### src/rtl/alu_issue_seq.sv
// Issue-side sequencer for the 16-bit ALU: owns an 8-entry register file and steps one
// instruction at a time through IDLE/OPRD/EXEC/WB. Optional macro: ALU_SEQ_IMM_EN.
module alu_issue_seq #(
   parameter int unsigned DATA_W = 16,
   parameter int unsigned FLAG_W = 3
) (
   input  logic              clk,
   input  logic              rst,
   input  logic              instr_valid,
   output logic              instr_ready,
   input  logic [15:0]       instr,
   output logic [DATA_W-1:0] alu_data_in_1,
   output logic [DATA_W-1:0] alu_data_in_2,
   output logic [1:0]        alu_op,
   input  logic [DATA_W-1:0] alu_data_out,
   input  logic              alu_z_flag,
   input  logic              alu_a_grt_b,
   input  logic              alu_b_grt_a,
   input  logic              rf_wr_en,
   input  logic [2:0]        rf_wr_addr,
   input  logic [DATA_W-1:0] rf_wr_data,
   input  logic [2:0]        dbg_addr,
   output logic [DATA_W-1:0] dbg_data,
   output logic              wb_valid,
   output logic [2:0]        wb_addr,
   output logic [DATA_W-1:0] wb_data,
   output logic [FLAG_W-1:0] flags,
   output logic              busy
);

   typedef enum logic [1:0] {StIdle, StOprd, StExec, StWb} state_t;

   state_t            state_q;
   logic [1:0]        op_q;
   logic [2:0]        rd_q;
   logic [2:0]        rs1_q;
   logic [2:0]        rs2_q;
   logic              imm_sel_q;
   logic [DATA_W-1:0] result_q;
   logic [FLAG_W-1:0] flag_shadow_q;
   logic [DATA_W-1:0] rf_q [8];

   logic [DATA_W-1:0] opnd_a;
   logic [DATA_W-1:0] opnd_b;
   logic              unused_bits;

   assign unused_bits = ^{instr[13:12], instr[1:0], imm_sel_q};

   assign instr_ready = (state_q == StIdle);
   assign busy        = (state_q != StIdle);
   assign dbg_data    = (dbg_addr == 3'd0) ? '0 : rf_q[dbg_addr];

   // An external write landing on the OPRD edge is forwarded so the operand sees it.
   always_comb begin
      opnd_a = '0;
      opnd_b = '0;
      if (rs1_q != 3'd0) begin
         opnd_a = (rf_wr_en && rf_wr_addr == rs1_q) ? rf_wr_data : rf_q[rs1_q];
      end
      if (rs2_q != 3'd0) begin
         opnd_b = (rf_wr_en && rf_wr_addr == rs2_q) ? rf_wr_data : rf_q[rs2_q];
      end
`ifdef ALU_SEQ_IMM_EN
      if (imm_sel_q) begin
         opnd_b = {{(DATA_W-3){1'b0}}, rs2_q};
      end
`endif
   end

   always_ff @(posedge clk) begin
      if (rst) begin
         state_q       <= StIdle;
         op_q          <= 2'b00;
         rd_q          <= 3'd0;
         rs1_q         <= 3'd0;
         rs2_q         <= 3'd0;
         imm_sel_q     <= 1'b0;
         result_q      <= '0;
         flag_shadow_q <= '0;
         alu_data_in_1 <= '0;
         alu_data_in_2 <= '0;
         alu_op        <= 2'b00;
         wb_valid      <= 1'b0;
         wb_addr       <= 3'd0;
         wb_data       <= '0;
         flags         <= '0;
         for (int i = 0; i < 8; i++) begin
            rf_q[i] <= '0;
         end
      end else begin
         wb_valid <= 1'b0;
         if (rf_wr_en && rf_wr_addr != 3'd0) begin
            rf_q[rf_wr_addr] <= rf_wr_data;
         end
         unique case (state_q)
            StIdle: begin
               if (instr_valid) begin
                  op_q      <= instr[15:14];
                  rd_q      <= instr[11:9];
                  rs1_q     <= instr[8:6];
                  rs2_q     <= instr[5:3];
                  imm_sel_q <= instr[2];
                  state_q   <= StOprd;
               end
            end
            StOprd: begin
               alu_data_in_1 <= opnd_a;
               alu_data_in_2 <= opnd_b;
               alu_op        <= op_q;
               state_q       <= StExec;
            end
            StExec: begin
               result_q      <= alu_data_out;
               flag_shadow_q <= {alu_b_grt_a, alu_a_grt_b, alu_z_flag};
               state_q       <= StWb;
            end
            StWb: begin
               // Placed after the external write so writeback wins a same-register collision.
               if (rd_q != 3'd0) begin
                  rf_q[rd_q] <= result_q;
               end
               wb_valid <= 1'b1;
               wb_addr  <= rd_q;
               wb_data  <= result_q;
               flags    <= flag_shadow_q;
               state_q  <= StIdle;
            end
            default: state_q <= StIdle;
         endcase
      end
   end

endmodule
### config.mk
export PLATFORM = sky130hd
export DESIGN_NAME = alu_issue_seq
export DESIGN_NICKNAME = d
export VERILOG_FILES = /design/src/rtl/alu_issue_seq.sv
export SDC_FILE = /design/constraint.sdc
export NUM_CORES = 1
export LEC_CHECK = 0
export CORE_MARGIN = 1.5
export CORE_UTILIZATION = 51
export CTS_CLUSTER_SIZE = 25
export DETAILED_ROUTE_END_ITERATION = 8
export PLACE_DENSITY = 0.81
export SYNTH_ARGS = -nofsm -noshare
export SYNTH_HDL_FRONTEND = slang
export SYNTH_SLANG_ARGS = --single-unit
### constraint.sdc
create_clock -name clk -period 2.5 [get_ports clk]
set_clock_uncertainty 0.2 [all_clocks]
set_input_delay 0.25 -clock clk [delete_from_list [all_inputs] [get_ports clk]]
set_output_delay 0.25 -clock clk [all_outputs]
set_load 0.01 [all_outputs]
Yosys cells after proc, flatten, opt, wreduce, memory -nomap -nowiden --
Memory sizes are Yosys's and may differ from the RTL's. A register that Yosys moved wholly into a read port is not among the register bits. Index checks and enable logic that the tools add are counted.
Word-level totals: register bits 89, RAM bits 128, memories kept 1, input port bits 61, word-level logic and storage cells 61
Cells by class: eq/ne operators 6, reductions and logical operators 13, muxes and demuxes 27
Memories:
- rf_q | depth 8, bits a word 16, read ports 3, clocked after memory_dff 2, wr ports 8, RTL line 41 | logic [DATA_W-1:0] rf_q [8];
Operators with widths (number):
- 16-bit two-way mux | 7
- 16-bit OR reduction | 2
- 3-bit two-way mux | 6
- 1-bit two-way mux | 12
- 3-bit nonzero test | 4
- 2-bit case mux with 4 select lines | 1
- 3-bit equality test | 2
- 2-bit equality test, second input constant | 2
- 1-bit logical AND | 3
- 3-bit zero test | 1
- 2-bit by 1-bit equality test with 1-bit output, second input constant | 1
- 2-bit zero test | 1
- 2-bit two-way mux | 1
- 2-bit inequality test, second input constant | 1
- 2-bit AND reduction | 1
- 2-bit nonzero test | 1

Longest topological paths before layout --
Gate-level depths: netlist of run 1.
depth in word-level cells 7, mapped depth 8

Least setup slack after synthesis of run 1 --
OpenSTA, ideal clock, no wires.
kind register -> register, start point register state_q[1], end point memory rf_q[1][0] (enable), stages on the path, launching flop included 6, required time 1.928 ns, data arrival time 1.752 ns, period minus slack after synthesis 2.325 ns, slack 0.175 ns, cell sequence dfxtp_1 -> ha_1 -> buf_2 -> nand2b_1 -> nor4b_4 -> or3_1
RTL lines:
- from (decl) | RTL line 33 | state_t state_q;
- from (signal assigned) | RTL line 72 | state_q <= StIdle;
- from (signal assigned) | RTL line 103 | state_q <= StOprd;
- from (signal assigned) | RTL line 110 | state_q <= StExec;
- to (decl) | RTL line 41

==> out/qor.txt, run 1 <==
Status -> finished clean
Antenna Cells -> 0
Core box area -> 22600 µm²
GPL Wtd Cong -> 0.838
Drc violations -> 0
Layout cells sized above 1 -> 19.3%
Row count -> 55
Most frequent cell after synthesis -> edfxtp_1
CTS buffer count -> 24
Min Tclk post-route -> 2.49 ns
Vias/cell -> 6.66
Placed cell count -> 1266
Cell count of the worst reg-to-reg path -> 5
Post-synth top area share -> 32.7%
Routed Antenna Nets -> 0
Gr ovfl total -> 0
Reg2reg setup slack -> 0.15 ns
Starting DRT DRC Count -> 884
Setup crit end kind -> output port
Die width -> 155 µm
Initial antenna violation count -> 0
Syn_area_per_cell -> 13.3 µm²
Worst-Skew Late Latency -> 0.54 ns
Setup crit start -> rf_q[6][15]$_DFFE_PP_
Final setup fails -> 0
Post-Syn Instances -> 888
Final Cycle Share -> 99.8%
TritonCTS clock tree -> yes
WP data required -> 2.05 ns
Startpoint Class -> register
Max Fanout on Critical Path -> 3
Io pins -> 136
Worst VDD drop -> 626 µV
Mapped cell area -> 11800 µm²
CTS sink cnt -> 223
Final Hold Viols -> 0
Pre-antenna DRT Iters -> 5
YS warnings -> 0
Setup TNS -> 0 ns
Area leader, netlist -> edfxtp_1
Area grow syn2layout -> 22.4%
LEAKAGE -> 5.14 nW
FFs w/ async S/R, synth -> 0%
First-pass GRT wire length -> 50600 µm
H-tree depth -> 1
Max Fclk -> 401 MHz
Slew Viols, Final -> 0
Vias in the first global route -> 8673
DP HPWL -> 20900 µm
List of most frequent post-synthesis cells -> edfxtp_1 (128), a22o_1 (112), dfxtp_1 (95)
Crit path DAT -> 2.04 ns
Die height -> 155 µm
WS Path Type -> register to output port
Hold WC Path Type -> primary input to register
Initial core utilization -> 52.0%
EDFF count, synth -> 128
Tot GR Track Use -> 27.8%
Reg2reg start -> state_q[1]$_SDFFE_PP0P_
Avg WL per Cell -> 25.3 µm
WL final -> 33200 µm
Root Buffer -> clkbuf_16
Nets@finish -> 1077
Largest net degree at the start of global routing -> 43
Non-Filler Instances -> 1312
Die Area -> 24000 µm²
R2r endpoint -> rf_q[1][9]$_DFFE_PP_
CP endpoint -> dbg_data[15]
Synthesized flop and latch total -> 223
CTS max path bufs -> 3
Fillers -> 1620
Port Buffers -> 130
Clk pin slew, worst setup/hold paths -> 0.06 ns
Count of cell types in the netlist -> 45
Max-cap viol count -> 0
Pwr/cell area -> 720 nW/µm²
Top_reg_cell synth -> edfxtp_1
Top cells by area, synth -> edfxtp_1 (33%), dfxtp_1 (16%), mux4_2 (9.2%)
Vias -> 8733
Worst hold start -> instr[15]
Sequential fraction of the synthesis area -> 48.8%
[metrics by stage]
| step | power, W | util, % | cell area, µm² | worst slack, ns | hold slack [ns] |
|---|---|---|---|---|---|
| CTS | 0.0104 | 63.6 | 14400 | 0.0373 | 0.0718 |
| detailed placement | 0.00699 | 60.0 | 13600 | -0.340 | 0.251 |
| global placement | 0.00691 | 60.0 | 13600 | -0.322 | 0.244 |
| global route | 0.0107 | 63.7 | 14400 | -0.0165 | 0.0991 |
| finish | 0.0104 | 63.7 | 14400 | 0.00535 | 0.0891 |
| floorplan | 0.00609 | - | 11800 | 0.175 | 0.186 |
[cell families (layout without fill, tap and decap cells)]
kind of cell,count (synthesis),in the layout,synth area share (%)
AOI/OAI and AO/OA,196,196,13.8
xor gates and xnor gates,6,6,0.446
adders and majority gates,5,5,0.531
buffers and inverters,143,267,5.17
DFF,223,223,48.8
muxes,170,170,24.3
other,1,16,0.0319
and+or+nand+nor,144,144,6.94
[flip-flops by register name, indices dropped and copies added (netlist names), named ones only]
signal         flops
wb_valid           1
flags              3
rs1_q              3
wb_data           16
rf_q             128
rs2_q              3
op_q               2
alu_op             2
rd_q               3
result_q          16
alu_data_in_1     16
flag_shadow_q      3
state_q            2
wb_addr            3
alu_data_in_2     16
[critical path: stages (launching register included)]
cell	delay, ns
edfxtp_1	0.41
mux4_2	0.51
nand2_1	0.10
o21ai_2	0.08
buf_4	0.13
dlygate4sd2_1	0.27
[per-layer routing]
layer	wire length (µm)	GRT usage [%]	vias up	share of wire, %
li1	-	-	3723	-
met1	12800	36.7	4257	39
met4	1410	11.9	0	4.2
met5	0	0	-	0
met2	15000	43.8	642	45
met3	4030	7.13	111	12
[power breakdown]
part           total, W  switching, W  leakage [nW]  internal (W)
sequential      0.00457      0.000346          2.02       0.00422
combinational   0.00240       0.00119          2.76       0.00122
clock           0.00341       0.00145         0.364       0.00196
total            0.0104       0.00298          5.14       0.00740
[how the worst min path moves through the flow]
stage,to,slack (ns),depth (start not counted)
after global routing,rd_q[2]$_SDFFE_PP0N_,0.1,3
after floorplan,op_q[0]$_SDFFE_PP0N_,0.19,2
after global placement,op_q[1]$_SDFFE_PP0N_,0.24,2
after CTS,op_q[1]$_SDFFE_PP0N_,0.07,3
final,op_q[1]$_SDFFE_PP0N_,0.09,3
after detailed placement,alu_data_in_1[12]$_SDFFE_PP0N_,0.25,2
[layout by cell type (no fill, tap or decap), drive strengths merged, types with 37 or more instances in the layout]
cell,netlist,final
a22o,112,112
buf,52,57
clkdlybuf4s50,0,111
dfxtp,95,95
edfxtp,128,128
inv,37,37
mux2i,58,58
mux4,80,80
nand2,42,42
nor2,52,52
[what timing repair did]
action | in CTS | in global routing
setup endpoints to repair | 16 | 1
hold endpoints to repair | 2 | 0
gates resized for setup | 28 | 1
pin swaps | 1 | 0
buffers inserted | 2 | 0
cloned | 1 | 0
hold buffers | 1 | 0
[cell type report]
cell class	instances	area (µm²)	area share (%)
clock buffer	26	608	4.22
clock inverter	16	139	0.964
inverter	37	139	0.964
multi-input combinational	537	5520	38.3
sequential	223	5750	39.9
tap	285	357	2.47
timing repair buffer	188	1910	13.2
(Power assumes the default switching activity.)
==> run 2: changes to the inputs <==
--- a/config.mk
+++ b/config.mk
@@ -13,3 +13,4 @@
 export SYNTH_ARGS = -nofsm -noshare
 export SYNTH_HDL_FRONTEND = slang
 export SYNTH_SLANG_ARGS = --single-unit
+export TNS_END_PERCENT = 100
==> results of run 2 <==
Final layout, timing and power as in run 1 (identical DEF).
